<file path="src/rtl/dest_ip_tbl_ctrl.sv">
// Command sequencer for the destination-IP filter table: read / write / clear-all
// commands driven as one-cycle table requests, each ack checked against a timeout.
module dest_ip_tbl_ctrl #(
  parameter int C_S_AXI_DATA_WIDTH = 32,
  parameter int TBL_ADDR_WIDTH     = 5,
  parameter int TBL_DEPTH          = 32,
  parameter int ACK_TIMEOUT        = 16
) (
  input  logic                          AXI_ACLK,
  input  logic                          reset,
  input  logic                          cmd_valid,
  output logic                          cmd_ready,
  input  logic [1:0]                    cmd_op,
  input  logic [TBL_ADDR_WIDTH-1:0]     cmd_addr,
  input  logic [C_S_AXI_DATA_WIDTH-1:0] cmd_wdata,
  output logic                          rsp_valid,
  output logic                          rsp_err,
  output logic [C_S_AXI_DATA_WIDTH-1:0] rsp_rdata,
  output logic                          busy,
  output logic [31:0]                   timeout_count,
  output logic                          tbl_rd_req,
  output logic                          tbl_wr_req,
  output logic [TBL_ADDR_WIDTH-1:0]     tbl_rd_addr,
  output logic [TBL_ADDR_WIDTH-1:0]     tbl_wr_addr,
  output logic [C_S_AXI_DATA_WIDTH-1:0] tbl_wr_data,
  input  logic [C_S_AXI_DATA_WIDTH-1:0] tbl_rd_data,
  input  logic                          tbl_rd_ack,
  input  logic                          tbl_wr_ack
);

  localparam int WCNT_W = $clog2(ACK_TIMEOUT + 1);
  localparam logic [WCNT_W-1:0]         WAIT_MAX = WCNT_W'(ACK_TIMEOUT);
  localparam logic [TBL_ADDR_WIDTH-1:0] LAST_IDX = TBL_ADDR_WIDTH'(TBL_DEPTH - 1);

  typedef enum logic [2:0] {
    IDLE, RD_REQ, RD_WAIT, WR_REQ, WR_WAIT, CLR_REQ, CLR_WAIT, RESP
  } state_t;

  state_t                          state_q;
  logic                            cmd_ready_q;
  logic                            rsp_valid_q;
  logic                            rsp_err_q;
  logic [C_S_AXI_DATA_WIDTH-1:0]   rsp_rdata_q;
  logic [31:0]                     timeout_cnt_q;
  logic                            tbl_rd_req_q;
  logic                            tbl_wr_req_q;
  logic [TBL_ADDR_WIDTH-1:0]       tbl_rd_addr_q;
  logic [TBL_ADDR_WIDTH-1:0]       tbl_wr_addr_q;
  logic [C_S_AXI_DATA_WIDTH-1:0]   tbl_wr_data_q;
  logic [TBL_ADDR_WIDTH-1:0]       idx_q;
  logic [WCNT_W-1:0]               wait_cnt_q;
  logic                            ack_hit;

  // Only the ack that belongs to the current wait state counts.
  always_comb begin
    ack_hit = 1'b0;
    case (state_q)
      RD_WAIT:            ack_hit = tbl_rd_ack;
      WR_WAIT, CLR_WAIT:  ack_hit = tbl_wr_ack;
      default:            ack_hit = 1'b0;
    endcase
  end

  always_ff @(posedge AXI_ACLK) begin
    if (reset) begin
      state_q       <= IDLE;
      cmd_ready_q   <= 1'b0;
      rsp_valid_q   <= 1'b0;
      rsp_err_q     <= 1'b0;
      rsp_rdata_q   <= '0;
      timeout_cnt_q <= '0;
      tbl_rd_req_q  <= 1'b0;
      tbl_wr_req_q  <= 1'b0;
      tbl_rd_addr_q <= '0;
      tbl_wr_addr_q <= '0;
      tbl_wr_data_q <= '0;
      idx_q         <= '0;
      wait_cnt_q    <= '0;
    end else begin
      tbl_rd_req_q <= 1'b0;
      tbl_wr_req_q <= 1'b0;
      rsp_valid_q  <= 1'b0;
      case (state_q)
        IDLE: begin
          cmd_ready_q <= 1'b1;
          rsp_err_q   <= 1'b0;
          if (cmd_valid && cmd_ready_q) begin
            cmd_ready_q <= 1'b0;
            unique case (cmd_op)
              2'b01: begin
                tbl_rd_addr_q <= cmd_addr;
                tbl_rd_req_q  <= 1'b1;
                state_q       <= RD_REQ;
              end
              2'b10: begin
                tbl_wr_addr_q <= cmd_addr;
                tbl_wr_data_q <= cmd_wdata;
                tbl_wr_req_q  <= 1'b1;
                state_q       <= WR_REQ;
              end
              2'b11: begin
                idx_q         <= '0;
                tbl_wr_addr_q <= '0;
                tbl_wr_data_q <= '0;
                tbl_wr_req_q  <= 1'b1;
                state_q       <= CLR_REQ;
              end
              2'b00: begin
                rsp_valid_q <= 1'b1;
                state_q     <= RESP;
              end
            endcase
          end
        end
        RD_REQ: begin
          wait_cnt_q <= 1;
          state_q    <= RD_WAIT;
        end
        WR_REQ, CLR_REQ: begin
          wait_cnt_q <= 1;
          state_q    <= (state_q == WR_REQ) ? WR_WAIT : CLR_WAIT;
        end
        RD_WAIT, WR_WAIT, CLR_WAIT: begin
          if (ack_hit) begin
            if (state_q == RD_WAIT) rsp_rdata_q <= tbl_rd_data;
            // Clear-all sweeps by re-entering CLR_REQ until the last index acks.
            if (state_q == CLR_WAIT && idx_q != LAST_IDX) begin
              idx_q         <= idx_q + 1'b1;
              tbl_wr_addr_q <= idx_q + 1'b1;
              tbl_wr_req_q  <= 1'b1;
              state_q       <= CLR_REQ;
            end else begin
              rsp_valid_q <= 1'b1;
              rsp_err_q   <= 1'b0;
              state_q     <= RESP;
            end
          end else if (wait_cnt_q == WAIT_MAX) begin
            rsp_valid_q <= 1'b1;
            rsp_err_q   <= 1'b1;
            state_q     <= RESP;
            if (timeout_cnt_q != 32'hFFFF_FFFF) timeout_cnt_q <= timeout_cnt_q + 1'b1;
          end else begin
            wait_cnt_q <= wait_cnt_q + 1'b1;
          end
        end
        RESP: begin
          cmd_ready_q <= 1'b1;
          rsp_err_q   <= 1'b0;
          state_q     <= IDLE;
        end
        default: state_q <= IDLE;
      endcase
    end
  end

  assign cmd_ready     = cmd_ready_q;
  assign busy          = (state_q != IDLE);
  assign rsp_valid     = rsp_valid_q;
  assign rsp_err       = rsp_err_q;
  assign rsp_rdata     = rsp_rdata_q;
  assign timeout_count = timeout_cnt_q;
  assign tbl_rd_req    = tbl_rd_req_q;
  assign tbl_wr_req    = tbl_wr_req_q;
  assign tbl_rd_addr   = tbl_rd_addr_q;
  assign tbl_wr_addr   = tbl_wr_addr_q;
  assign tbl_wr_data   = tbl_wr_data_q;

endmodule

</file>
<file path="config.mk">
export PLATFORM = sky130hd
export DESIGN_NAME = dest_ip_tbl_ctrl
export DESIGN_NICKNAME = d
export VERILOG_FILES = /design/src/rtl/dest_ip_tbl_ctrl.sv
export SDC_FILE = /design/constraint.sdc
export NUM_CORES = 1
export LEC_CHECK = 0
export BUFFER_PORTS_ARGS = -buffer_cell sky130_fd_sc_hd__clkbuf_2
export CORE_ASPECT_RATIO = 0.7
export CORE_MARGIN = 8
export CORE_UTILIZATION = 54
export CTS_CLUSTER_SIZE = 25
export DETAILED_ROUTE_END_ITERATION = 12
export MAX_ROUTING_LAYER = met4
export PLACE_DENSITY_LB_ADDON = 0.05
export SLEW_MARGIN = 25
export SYNTH_ARGS = -nofsm -noshare
export SYNTH_HDL_FRONTEND = slang
export SYNTH_SLANG_ARGS = --single-unit
</file>
<file path="constraint.sdc">
create_clock -name AXI_ACLK -period 4.1 [get_ports AXI_ACLK]
set_clock_uncertainty 0.1 [all_clocks]
set_input_delay 0.205 -clock AXI_ACLK [delete_from_list [all_inputs] [get_ports AXI_ACLK]]
set_output_delay 0.205 -clock AXI_ACLK [all_outputs]
set_load 0.02 [all_outputs]
</file>
# --- Yosys cells after proc, flatten, opt, wreduce, memory -nomap -nowiden ---
# Cells that the tools add are included.
totals:
  regBits: 124
  inputBits: 76
  out_inout_bits: 112
  word_cells: 105
classes:
  addsub: 3
  n_eq_ne: 22
  n_mux: 38
  bitwise: 3
  n_reduce_logical: 26
ops:
  columns: ["op", "n"]
  rows:
  - ["$pmux W32 S2", 1]
  - ["$pmux W5 S2", 4]
  - ["$mux W5", 7]
  - ["$add A32 B1 Y32 const B", 1]
  - ["$ne A32 B32 Y1 const B", 1]
  - ["$pmux W3 S5", 1]
  - ["$reduce_and A3 Y1", 5]
  - ["$mux W1", 14]
  - ["$eq A3 B3 Y1 const B", 4]
  - ["$pmux W3 S4", 1]
  - ["$add A5 B1 Y5 const B", 2]
  - ["$ne A2 B2 Y1 const B", 5]
  - ["$pmux W1 S2", 5]
  - ["$reduce_and A5 Y1", 2]
  - ["$reduce_bool A2 Y1", 5]
  - ["$mux W3", 3]
  - ["$reduce_or A3 Y1", 3]
  - ["$reduce_or A2 Y1", 4]
  - ["$eq A3 B2 Y1 const B", 2]
  - ["$ne A3 B3 Y1 const B", 2]
  - ["$eq A5 B5 Y1 const B", 1]
  - ["$ne A5 B5 Y1 const B", 1]
  - ["$eq A2 B2 Y1 const B", 2]
  - ["$mux W2", 2]
  - ["other kinds (11)", 14]

# --- Depth between registers and ports, before layout ---
# Gate-level depths: netlist of run 1.
logic_depth:
  ltp_word: 5
  ltp_mapped: 8
  ltp_nobuf: 8

# --- Worst setup path before layout of run 1 ---
# No wires, ideal clock.
synth_path:
  kind: "register to register"
  from: "register timeout_cnt_q[0] (netlist: timeout_count[0])"
  to: "register timeout_cnt_q[12] (netlist: timeout_count[12])"
  setup_ns: 0.070
  arrival_time_ns: 2.052
  required_ns: 3.930
  path_slack_ns: 1.878
  path_stages_with_launch: 7
  n_path_buf: 1
  period_less_slack_ns: 2.222
  path_cell_list: "dfxtp_1 -> ha_1 -> nand4_1 -> or2_2 -> clkbuf_1 -> or4_1 -> a21oi_1"
synth_between:
  elab_chain_cells: 2
  word_cells_on_any_way: 3
  classes_between: "add/sub (1); eq/ne (1); reduce/logical (1)"
synth_lines:
  columns: ["element", "line_no", "rtl"]
  rows:
  - ["start, declared", "44", "logic [31:0] timeout_cnt_q;"]
  - ["start signal, assigned", "141", "if (timeout_cnt_q != 32'hFFFF_FFFF) timeout_cnt_q <= timeout_cnt_q + 1'b1;"]
  - ["branches (longest 2 deep; another with $add A32 B1 Y32)", null, null]
# Parallel ways; which one is timed is not known.
# A chain may end at the register's enable or synchronous reset.

# --- Final worst setup path of run 1 ---
layout_path:
  from: "register state_q[0]"
  to: "register tbl_wr_data_q[6] (netlist: tbl_wr_data[6])"
layout_between:
  elab_chain_cells: 2
layout_lines:
  columns: ["element", "line_no", "rtl"]
  rows:
  - ["start, declared", "39", "state_t state_q;"]
  - ["start signal, assigned", "121", "state_q <= (state_q == WR_REQ) ? WR_WAIT : CLR_WAIT;"]
  - ["$logic_not A3 Y1", "83", "case (state_q)"]
  - ["$reduce_and A3 Y1 (no line)", null, null]
  - ["end signal, assigned", "97", "tbl_wr_data_q <= cmd_wdata;"]
  - ["end, declared", "49", "logic [C_S_AXI_DATA_WIDTH-1:0] tbl_wr_data_q;"]
# No other way between the ends.

==> results.py, run 1 <==
metrics = {
    "cells_and_area": {
        "fin_cells": 1042,
        "multi_input_area_um2": 2800,
        "final_nets": 986,
        "diodes": 0,
        "area_growth_syn_to_layout_pct": 39.8,
        "fill_cells": 651,
        "drive_gt1_share_pct": 26.1,
        "seq_area_um2": 2480,
        "design_area_um2": 7650,
    },
    "timing": {
        "worst_slack_ns": 1.21,
        "min_period_ns": 2.89,
        "maxSlewViolCount": 0,
        "fin_setup_tns_ns": 0,
        "rsz0062_at_grt": "false",
        "timing.fmax_ghz": 0.346,
        "setup_viol": 0,
        "final.period_utilization_pct": 70.5,
        "finalHoldViolations": 0,
        "tightest_slew_ns": 0.994,
        "relSlewSlack_pct": 33.4,
    },
    "outcome": {
        "status": "completed",
    },
    "yosys": {
        "muxShareOfSynthArea_pct": 2.10,
        "yosys_register_bits": 124,
        "synthCells": 666,
        "post_synth_fa_ha_maj_area_fraction_pct": 2.06,
        "async_flop_share_pct": 0,
        "ys_types": 64,
        "synth-seq-area-share_pct": 45.3,
        "synth_compound_area_share_pct": 16.8,
        "synth.avg_cell_area_um2": 8.22,
        "syn_area_um2": 5470,
        "synth_commonest_cells": "dfxtp_1, nand2_1, a21oi_1",
        "synth.area.top_cells": "dfxtp_1, a21oi_1, nand2_1",
        "synth_top_cell_by_area": "dfxtp_1",
        "ys.flop_type": "dfxtp_1",
        "synth_top_family_by_area": "simple AND/OR/NAND/NOR gates",
        "synth_fp_nets": 751,
        "synth_edf_count": 0,
        "yosys_warnings": 0,
        "synth.top_cell.area_share_pct": 45.3,
        "synth-simple-area-share_pct": 27.8,
        "synth_xor_area_share_pct": 1.92,
    },
    "grt": {
        "grt_pass1_wl_um": 29200,
        "grt_antenna_before_repair": 0,
        "grtUsageTotal_pct": 27.0,
        "grt_pass1_vias": 5822,
        "grt_max_degree": 81,
        "gr-total-overflow": 0,
    },
    "worst_hold_path": {
        "min_to": "state_q[1]",
        "min_from": "tbl_wr_ack",
        "holdPathStages": 4,
        "min_path_type": "primary input to flop",
    },
    "detailed_routing": {
        "vias": 5992,
        "wl_per_cell_um": 18.1,
        "viasPerCell": 5.75,
        "wl_um": 18900,
        "drtAntennaViolNets": 0,
        "drc_errors": 0,
        "drt_iter0_drc": 550,
        "drtPass1Iterations": 5,
    },
    "worst_setup_path": {
        "cp_data_arrival_time_ns": 3.12,
        "cp-end-kind": "flop",
        "crit_chain": "or3_1, nor2b_1, o21a_2, nand3_1, a21oi_1",
        "rr_endpoint": "tbl_wr_data[6]",
        "worstRegToRegCells": 5,
        "critPathMaxStageDelay_ns": 0.70,
        "crit_type": "flop to flop",
        "cp_max_fo": 32,
        "cpMaxStageDelayCell": "o21a_2",
        "crit_required_ns": 4.33,
        "crit_buf_inv": 0,
        "critPathTopFamily": "simple AND/OR/NAND/NOR gates",
        "r2r_start": "state_q[0]",
        "r2r_setup_slack_ns": 1.21,
        "startpoint_type": "flop",
    },
    "floorplan": {
        "design.die.area_um2": 13700,
        "row_count": 30,
        "coreArea_um2": 9800,
        "die_y_um": 100,
        "io_pins": 188,
        "initial_core_util_pct": 55.9,
        "die_x_um": 136,
    },
    "clock_tree": {
        "cts_tree": "done",
        "cts.sinks": 124,
        "clk_latency_ns": 0.42,
        "cts_htree_levels": 4,
        "cts_buffers": 17,
        "clk_pin_slew_ns": 0.06,
        "cts.path.max_buffers": 2,
        "cts-root-buf": "clkbuf_16",
    },
    "placement": {
        "dp_cells": 941,
        "port_buffers": 187,
        "gp_congestion": 0.847,
        "placed_area_um2": 6430,
        "dp_slack_ns": 1.04,
        "dp_hpwl_um": 12100,
    },
    "run": {
        "cap_violations": 0,
    },
    "power": {
        "powerDensity_nw_per_um2": 451,
        "irDropWorstVdd_v": 0.000331,
        "p_total_mw": 3.45,
        "leakagePower_nw": 3.10,
    },
}
-- flip-flops by register name, summed over array words and instances, names as in the netlist --
name           count
cmd_ready          1
idx_q              5
rsp_err            1
rsp_rdata         32
rsp_valid          1
state_q            3
tbl_rd_addr        5
tbl_rd_req         1
tbl_wr_addr        5
tbl_wr_data       32
tbl_wr_req         1
timeout_count     32
wait_cnt_q         5
-- metrics by stage --
stage	hold WS, ns	utilization (%)
floorplan	0.241	-
global placement	0.331	65.5
detailed placement	0.335	65.6
CTS	0.118	78.1
global route	0.160	78.1
finish	0.128	78.1
-- how the worst max path moves through the flow --
stage | start | to | slack, ns | depth (start not counted)
floorplan | timeout_count[0] | timeout_count[12] | 1.88 | 6
finish | state_q[0] | tbl_wr_data[6] | 1.21 | 5
CTS | state_q[0] | tbl_wr_data[11] | 1.02 | 5
detailed placement | state_q[0] | tbl_wr_data[11] | 1.04 | 5
global placement | state_q[0] | tbl_wr_data[30] | 1.27 | 5
global route | state_q[0] | tbl_wr_data[9] | 1.03 | 5
-- area by class of cell --
type                       count  share of cell area [%]
timing repair buffer         258                    21.5
multi-input combinational    489                    36.5
clock buffer                  18                    5.61
inverter                      11                   0.540
sequential                   124                    32.4
clock inverter                14                    1.31
tap                          128                    2.09
-- cells by family (layout without fill, tap and decap cells) --
| logic type | after synthesis | count (layout) |
|---|---|---|
| adder cells (fa/ha/maj) | 9 | 9 |
| buffers and inverters | 53 | 301 |
| flip-flops | 124 | 124 |
| multiplexers | 11 | 11 |
| AND/OR/NAND/NOR | 302 | 302 |
| AO/OA/AOI/OAI | 155 | 155 |
| XOR/XNOR | 12 | 12 |
-- routing by layer --
| metal | share of wire, % | global-route usage (%) | routed length (um) |
|---|---|---|---|
| met1 | 42 | 31.3 | 7960 |
| met2 | 48 | 44.9 | 9000 |
| met3 | 7.8 | 6.54 | 1480 |
| met4 | 2.3 | 9.59 | 434 |
| met5 | 0 | - | 0 |
-- what timing repair did --
action	in CTS	in global routing
resized for setup	0	0
setup buffers	0	0
hold buffers	69	0
endpoints found under the hold margin	69	0
-- where the power goes --
group          switching [mW]  leakage [nW]  internal (mW)  total, mW
Sequential              0.106          1.00           1.29       1.40
Clock                   0.566         0.244          0.769       1.33
Combinational           0.452          1.85          0.265      0.717
-- worst register-to-register path: cells and delay by family (launching register included) --
kind / cells / cell delay [ns]
flops: 1 / 0.52
compound gates: 2 / 0.94
simple gates: 3 / 1.25
-- placed cells by master (no fill, tap or decap), types with 7 or more instances in the layout --
master,count
inv_1,10
or4_1,7
clkbuf_16,17
o21ai_0,12
dlygate4sd3_1,69
clkbuf_2,186
mux2i_1,7
or3_1,11
a211oi_1,8
dfxtp_1,124
a21oi_1,96
o31ai_1,7
nand4_1,15
nand3_1,48
ha_1,9
and2_1,10
nor2_1,38
nand2_1,124
No activity file was read; power rests on OpenSTA's default activity.
==> inputs of run 2 (changes only) <==
--- a/config.mk
+++ b/config.mk
@@ -8,7 +8,7 @@
 export BUFFER_PORTS_ARGS = -buffer_cell sky130_fd_sc_hd__clkbuf_2
 export CORE_ASPECT_RATIO = 0.7
 export CORE_MARGIN = 8
-export CORE_UTILIZATION = 54
+export CORE_UTILIZATION = 50
 export CTS_CLUSTER_SIZE = 25
 export DETAILED_ROUTE_END_ITERATION = 12
 export MAX_ROUTING_LAYER = met4
==> constraint.sdc (replaced) <==
create_clock -name AXI_ACLK -period 2.8 [get_ports AXI_ACLK]
set_clock_uncertainty 0.1 [all_clocks]
set_input_delay 0.14 -clock AXI_ACLK [delete_from_list [all_inputs] [get_ports AXI_ACLK]]
set_output_delay 0.14 -clock AXI_ACLK [all_outputs]
set_load 0.02 [all_outputs]
==> run 2 against run 1 <==
Largest cell class unchanged. Register-to-register slack lost 0.90 ns. Highest routed layer unchanged. Core utilization shrank 6.3 points. Die area grew 6.9%. Largest power group is now clock. Clock-buffer cell count grew 2. Sequential share of layout area shrank 0.58 points. First-iteration DRC count shrank 39%. Global-route usage shrank 3.3 points.
==> results.py, run 2 (synthesis gave the netlist of run 1 again) <==
metrics = {
    "worst_setup_path": {
        "crit_type": "flop to flop",
        "cp_data_arrival_time_ns": 2.69,
        "cpMaxStageDelayCell": "nor4bb_1",
        "crit_required_ns": 3.00,
        "r2r_setup_slack_ns": 0.31,
        "cp_max_fo": 5,
        "crit_chain": "inv_1, ha_1, nor4bb_1, o21ai_0, a21oi_1, nand4_1, mux2_1",
        "startpoint_type": "flop",
        "critPathMaxStageDelay_ns": 0.52,
        "r2r_start": "wait_cnt_q[0]",
        "worstRegToRegCells": 7,
        "cp-end-kind": "flop",
        "cp-startpoint": "wait_cnt_q[0]",
        "rr_endpoint": "timeout_count[6]",
    },
    "floorplan": {
        "io_pins": 188,
        "row_count": 32,
        "coreArea_um2": 10900,
        "die_y_um": 104,
        "initial_core_util_pct": 50.4,
        "die_x_um": 141,
        "design.die.area_um2": 14600,
    },
    "detailed_routing": {
        "drc_errors": 0,
        "drtAntennaViolNets": 0,
        "drt_iter0_drc": 333,
        "drtPass1Iterations": 5,
        "viasPerCell": 5.39,
        "wl_per_cell_um": 15.6,
        "vias": 5803,
        "wl_um": 16900,
    },
    "cells_and_area": {
        "fin_util_pct": 71.8,
        "final_common_cell": "clkbuf_2",
        "area_growth_syn_to_layout_pct": 42.4,
        "drive_gt1_share_pct": 26.6,
        "layout_common_cells": "clkbuf_2, nand2_1, dfxtp_1",
        "final_nets": 996,
        "diodes": 0,
    },
    "clock_tree": {
        "cts-root-buf": "clkbuf_16",
        "cts_buffers": 17,
        "clk_latency_ns": 0.41,
        "cts.sinks": 124,
        "hold_buffers": 69,
        "cts.path.max_buffers": 2,
        "cts_setup_buffers": 0,
        "cts_resized": 0,
        "cts_htree_levels": 4,
        "clk_pin_slew_ns": 0.06,
        "cts_tree": "done",
    },
    "power": {
        "seqPwrFrac_pct": 38.3,
        "powerDensity_nw_per_um2": 669,
        "leakagePower_nw": 3.17,
        "p_total_mw": 5.21,
        "intPower_mw": 3.64,
        "p_switching_mw": 1.57,
        "p_comb_share_pct": 21.0,
        "irDropWorstVdd_v": 0.000445,
        "p_clk_share_pct": 40.7,
        "switching_share_pct": 30.1,
    },
    "timing": {
        "rsz0062_at_grt": "false",
        "setup_viol": 0,
        "fin_hold_ws_ns": 0.0574,
        "worst_slack_ns": 0.313,
        "final.period_utilization_pct": 88.8,
        "tightest_slew_ns": 0.946,
        "min_period_ns": 2.49,
        "maxSlewViolCount": 0,
        "timing.fmax_ghz": 0.402,
        "finalHoldViolations": 0,
        "relSlewSlack_pct": 36.5,
        "fin_setup_tns_ns": 0,
    },
    "worst_hold_path": {
        "min_from": "tbl_wr_ack",
        "holdPathStages": 3,
        "min_to": "tbl_wr_req",
        "min_path_type": "primary input to flop",
    },
    "placement": {
        "port_buffers": 187,
        "gp_congestion": 0.889,
        "dp_hpwl_um": 11400,
        "dp_slack_ns": 0.388,
    },
    "grt": {
        "grt_antenna_before_repair": 0,
        "grt_max_degree": 76,
        "grt_pass1_vias": 5643,
        "gr-total-overflow": 0,
        "grtUsageTotal_pct": 23.7,
        "grt_pass1_wl_um": 28000,
    },
    "outcome": {
        "status": "completed",
    },
    "run": {
        "cap_violations": 0,
    },
}
[run 2: cell types whose count changed in the layout (fill, tap and decap cells not counted), sizes merged]
cell	previous run	this run
clkinvlp	6	5
clkbuf	204	206
clkinv	8	6
inv	11	10
bufinv	0	2
buf	3	13
[run 2: cell type report]
type / count / area, um2
inverter: 11 / 41.3
tap: 153 / 191
multi-input combinational: 489 / 2790
timing repair buffer: 268 / 1720
sequential: 124 / 2480
clock buffer: 20 / 447
clock inverter: 12 / 123
fill: 833 / 3060
[run 2: stage by stage]
step | std cells | instance area [um2]
finish | 1077 | 7790
global route | 1077 | 7790
CTS | 1077 | 7790
detailed placement | 976 | 6530
global placement | 976 | 6520
floorplan | 666 | 5470
[run 2: how the worst max path moves through the flow]
stage	to	depth (start not counted)	slack, ns
CTS	timeout_count[6]	7	0.37
global route	timeout_count[24]	6	0.18
detailed placement	timeout_count[6]	7	0.39
global placement	timeout_count[6]	7	0.50
floorplan	timeout_count[12]	6	0.58
finish	timeout_count[6]	7	0.31
[run 2: power groups by stage]
| stage | clock network [mW] | registers (mW) | logic [mW] |
|---|---|---|---|
| global placement | 0 | 2.02 | 0.989 |
| finish | 2.12 | 2.00 | 1.09 |
| CTS | 2.15 | 1.99 | 1.09 |
| global route | 2.23 | 2.01 | 1.21 |
| detailed placement | 0 | 2.03 | 1.01 |
| floorplan | 0 | 2.12 | 0.599 |
[run 2: layer usage]
| layer | GRT usage [%] | wire length (um) |
|---|---|---|
| met1 | 30.2 | 7790 |
| met4 | 8.03 | 277 |
| met3 | 6.19 | 1080 |
| met5 | - | 0 |
| met2 | 35.9 | 7710 |
[run 2: critical path, delay by kind of cell, from the launching register on]
kind | cells | cell delay (ns)
compound gates | 2 | 0.70
fa+ha+maj | 1 | 0.16
buf+inv | 1 | 0.07
flops | 1 | 0.35
mux | 1 | 0.32
simple gates | 2 | 0.68
==> inputs of run 3 (changes only) <==
--- a/config.mk
+++ b/config.mk
@@ -7,10 +7,11 @@
 export LEC_CHECK = 0
 export BUFFER_PORTS_ARGS = -buffer_cell sky130_fd_sc_hd__clkbuf_2
 export CORE_ASPECT_RATIO = 0.7
-export CORE_MARGIN = 8
+export CORE_MARGIN = 4
 export CORE_UTILIZATION = 50
 export CTS_CLUSTER_SIZE = 25
 export DETAILED_ROUTE_END_ITERATION = 12
+export GPL_ROUTABILITY_DRIVEN = 1
 export MAX_ROUTING_LAYER = met4
 export PLACE_DENSITY_LB_ADDON = 0.05
 export SLEW_MARGIN = 25
==> run 3 against run 2 <==
Final cell count decreased by 0.46%. Total power increased by 1.5%. Largest cell class unchanged. Flip-flop and latch count unchanged. Highest routed layer unchanged. Maximum frequency decreased by 3.0%. Worst hold slack improved by 0.023 ns. Wire length increased by 5.8%. Global-route usage increased by 4.7 points. Design area increased by 0.32%.
==> results.py, run 3 (synthesis gave the netlist of run 1 again) <==
metrics = {
    "power": {
        "leakagePower_nw": 3.18,
        "p_total_mw": 5.29,
        "irDropWorstVdd_v": 0.000561,
        "powerDensity_nw_per_um2": 677,
    },
    "detailed_routing": {
        "route.met3.wl_um": 1250,
        "route.met2.wl_um": 8420,
        "vias": 5951,
        "wl_met1_um": 7870,
        "maxUsedRoutingLayer": "met4",
        "drtPass1Iterations": 5,
        "wl_um": 17800,
        "drc_errors": 0,
        "viasPerCell": 5.55,
        "drtAntennaViolNets": 0,
        "wl_per_cell_um": 16.6,
        "drt_iter0_drc": 381,
    },
    "grt": {
        "grt_antenna_before_repair": 0,
        "grtUsageTotal_pct": 28.4,
        "grt_pass1_wl_um": 28500,
        "grt_pass1_vias": 5568,
        "grt_max_degree": 64,
        "gr-total-overflow": 0,
    },
    "timing": {
        "timing.fmax_ghz": 0.390,
        "relSlewSlack_pct": 34.2,
        "final.period_utilization_pct": 91.5,
        "fin_hold_ws_ns": 0.0803,
        "tightest_slew_ns": 0.981,
        "maxSlewViolCount": 0,
        "min_period_ns": 2.56,
        "finalHoldViolations": 0,
        "rsz0062_at_grt": "false",
        "fin_setup_tns_ns": 0,
        "setup_viol": 0,
    },
    "clock_tree": {
        "cts_resized": 0,
        "cts_htree_levels": 4,
        "cts_setup_buffers": 0,
        "clk_latency_ns": 0.41,
        "cts_buffers": 17,
        "clk_pin_slew_ns": 0.06,
        "cts.path.max_buffers": 2,
        "cts_tree": "done",
        "cts.sinks": 124,
        "cts-root-buf": "clkbuf_16",
    },
    "worst_hold_path": {
        "min_from": "tbl_wr_ack",
        "min_to": "tbl_wr_req",
        "min_path_type": "primary input to flop",
        "holdPathStages": 3,
    },
    "floorplan": {
        "die_x_um": 133,
        "die_y_um": 95.5,
        "row_count": 31,
        "coreArea_um2": 10500,
        "io_pins": 188,
        "design.die.area_um2": 12700,
        "initial_core_util_pct": 52.1,
    },
    "worst_setup_path": {
        "rr_endpoint": "timeout_count[24]",
        "crit_required_ns": 3.00,
        "critPathMaxStageDelay_ns": 0.55,
        "r2r_setup_slack_ns": 0.24,
        "cpMaxStageDelayCell": "nor4bb_1",
        "worstRegToRegCells": 6,
        "cp_max_fo": 5,
        "crit_type": "flop to flop",
        "r2r_start": "wait_cnt_q[0]",
        "cp-end-kind": "flop",
        "cp_data_arrival_time_ns": 2.76,
        "startpoint_type": "flop",
        "crit_chain": "inv_1, ha_1, nor4bb_1, o21ai_0, nor4_1, mux2_2",
    },
    "run": {
        "cap_violations": 0,
    },
    "cells_and_area": {
        "multi_input_area_um2": 2790,
        "final_nets": 997,
        "diodes": 0,
        "final_common_cell": "clkbuf_2",
        "area_growth_syn_to_layout_pct": 42.8,
        "drive_gt1_share_pct": 26.8,
        "fin_util_pct": 74.4,
        "design_area_um2": 7820,
        "layout_common_cells": "clkbuf_2, nand2_1, dfxtp_1",
        "fill_cells": 767,
        "seq_area_um2": 2480,
    },
    "placement": {
        "placed_area_um2": 6530,
        "gp_congestion": 0.874,
        "dp_hpwl_um": 11600,
        "port_buffers": 187,
    },
    "outcome": {
        "status": "completed",
    },
}
## run 3: changes by cell type in the layout (fill, tap and decap cells not counted), sizes merged
cell / before / now
buf: 13 / 14
clkbuf: 206 / 205
clkinv: 6 / 3
clkinvlp: 5 / 6
inv: 10 / 12
## run 3: critical path, delay by kind of cell, from the launching register on
kind,cells,cell delay [ns]
flip-flops,1,0.34
multiplexers,1,0.39
AND/OR/NAND/NOR,2,1.09
AO/OA/AOI/OAI,1,0.30
adder cells (fa/ha/maj),1,0.16
buffers and inverters,1,0.07
## run 3: cell type report
class | count | area share, %
clock inverter | 12 | 1.79
clock buffer | 19 | 5.79
inverter | 11 | 0.528
timing repair buffer | 269 | 22.1
multi-input combinational | 489 | 35.7
tap | 148 | 2.37
sequential | 124 | 31.8
## run 3: routing by layer
| layer | up-vias | GRT usage, % |
|---|---|---|
| met5 | - | - |
| met4 | 0 | 8.22 |
| met3 | 27 | 6.75 |
| met2 | 274 | 45.1 |
| met1 | 2789 | 36.5 |
| li1 | 2861 | - |
## run 3: stage by stage
| step | cells | worst slack [ns] |
|---|---|---|
| after floorplan | 666 | 0.578 |
| after global routing | 1072 | 0.158 |
| after detailed placement | 972 | 0.327 |
| after global placement | 972 | 0.420 |
| final | 1072 | 0.237 |
| after CTS | 1072 | 0.327 |
## run 3: how the worst max path moves through the flow
| stage | start | slack (ns) | to |
|---|---|---|---|
| 2_1_floorplan | timeout_count[0] | 0.58 | timeout_count[12] |
| 3_3_place_gp | wait_cnt_q[0] | 0.42 | timeout_count[24] |
| 3_5_place_dp | wait_cnt_q[0] | 0.33 | timeout_count[24] |
| 4_1_cts | wait_cnt_q[0] | 0.33 | timeout_count[24] |
| 5_1_grt | wait_cnt_q[0] | 0.16 | timeout_count[6] |
| 6_report | wait_cnt_q[0] | 0.24 | timeout_count[24] |
## run 3: timing repair
action                     in CTS  in global routing
hold buffers                   69                  0
hold endpoints to repair       72                  0
setup endpoints to repair       0                  0
## run 3: where the power goes
part           leakage [nW]  switching, mW  internal, mW  total [mW]
clock network         0.270          0.804          1.36        2.16
registers              1.00          0.114          1.90        2.01
logic                  1.91          0.694         0.424        1.12
total                  3.18           1.61          3.68        5.29
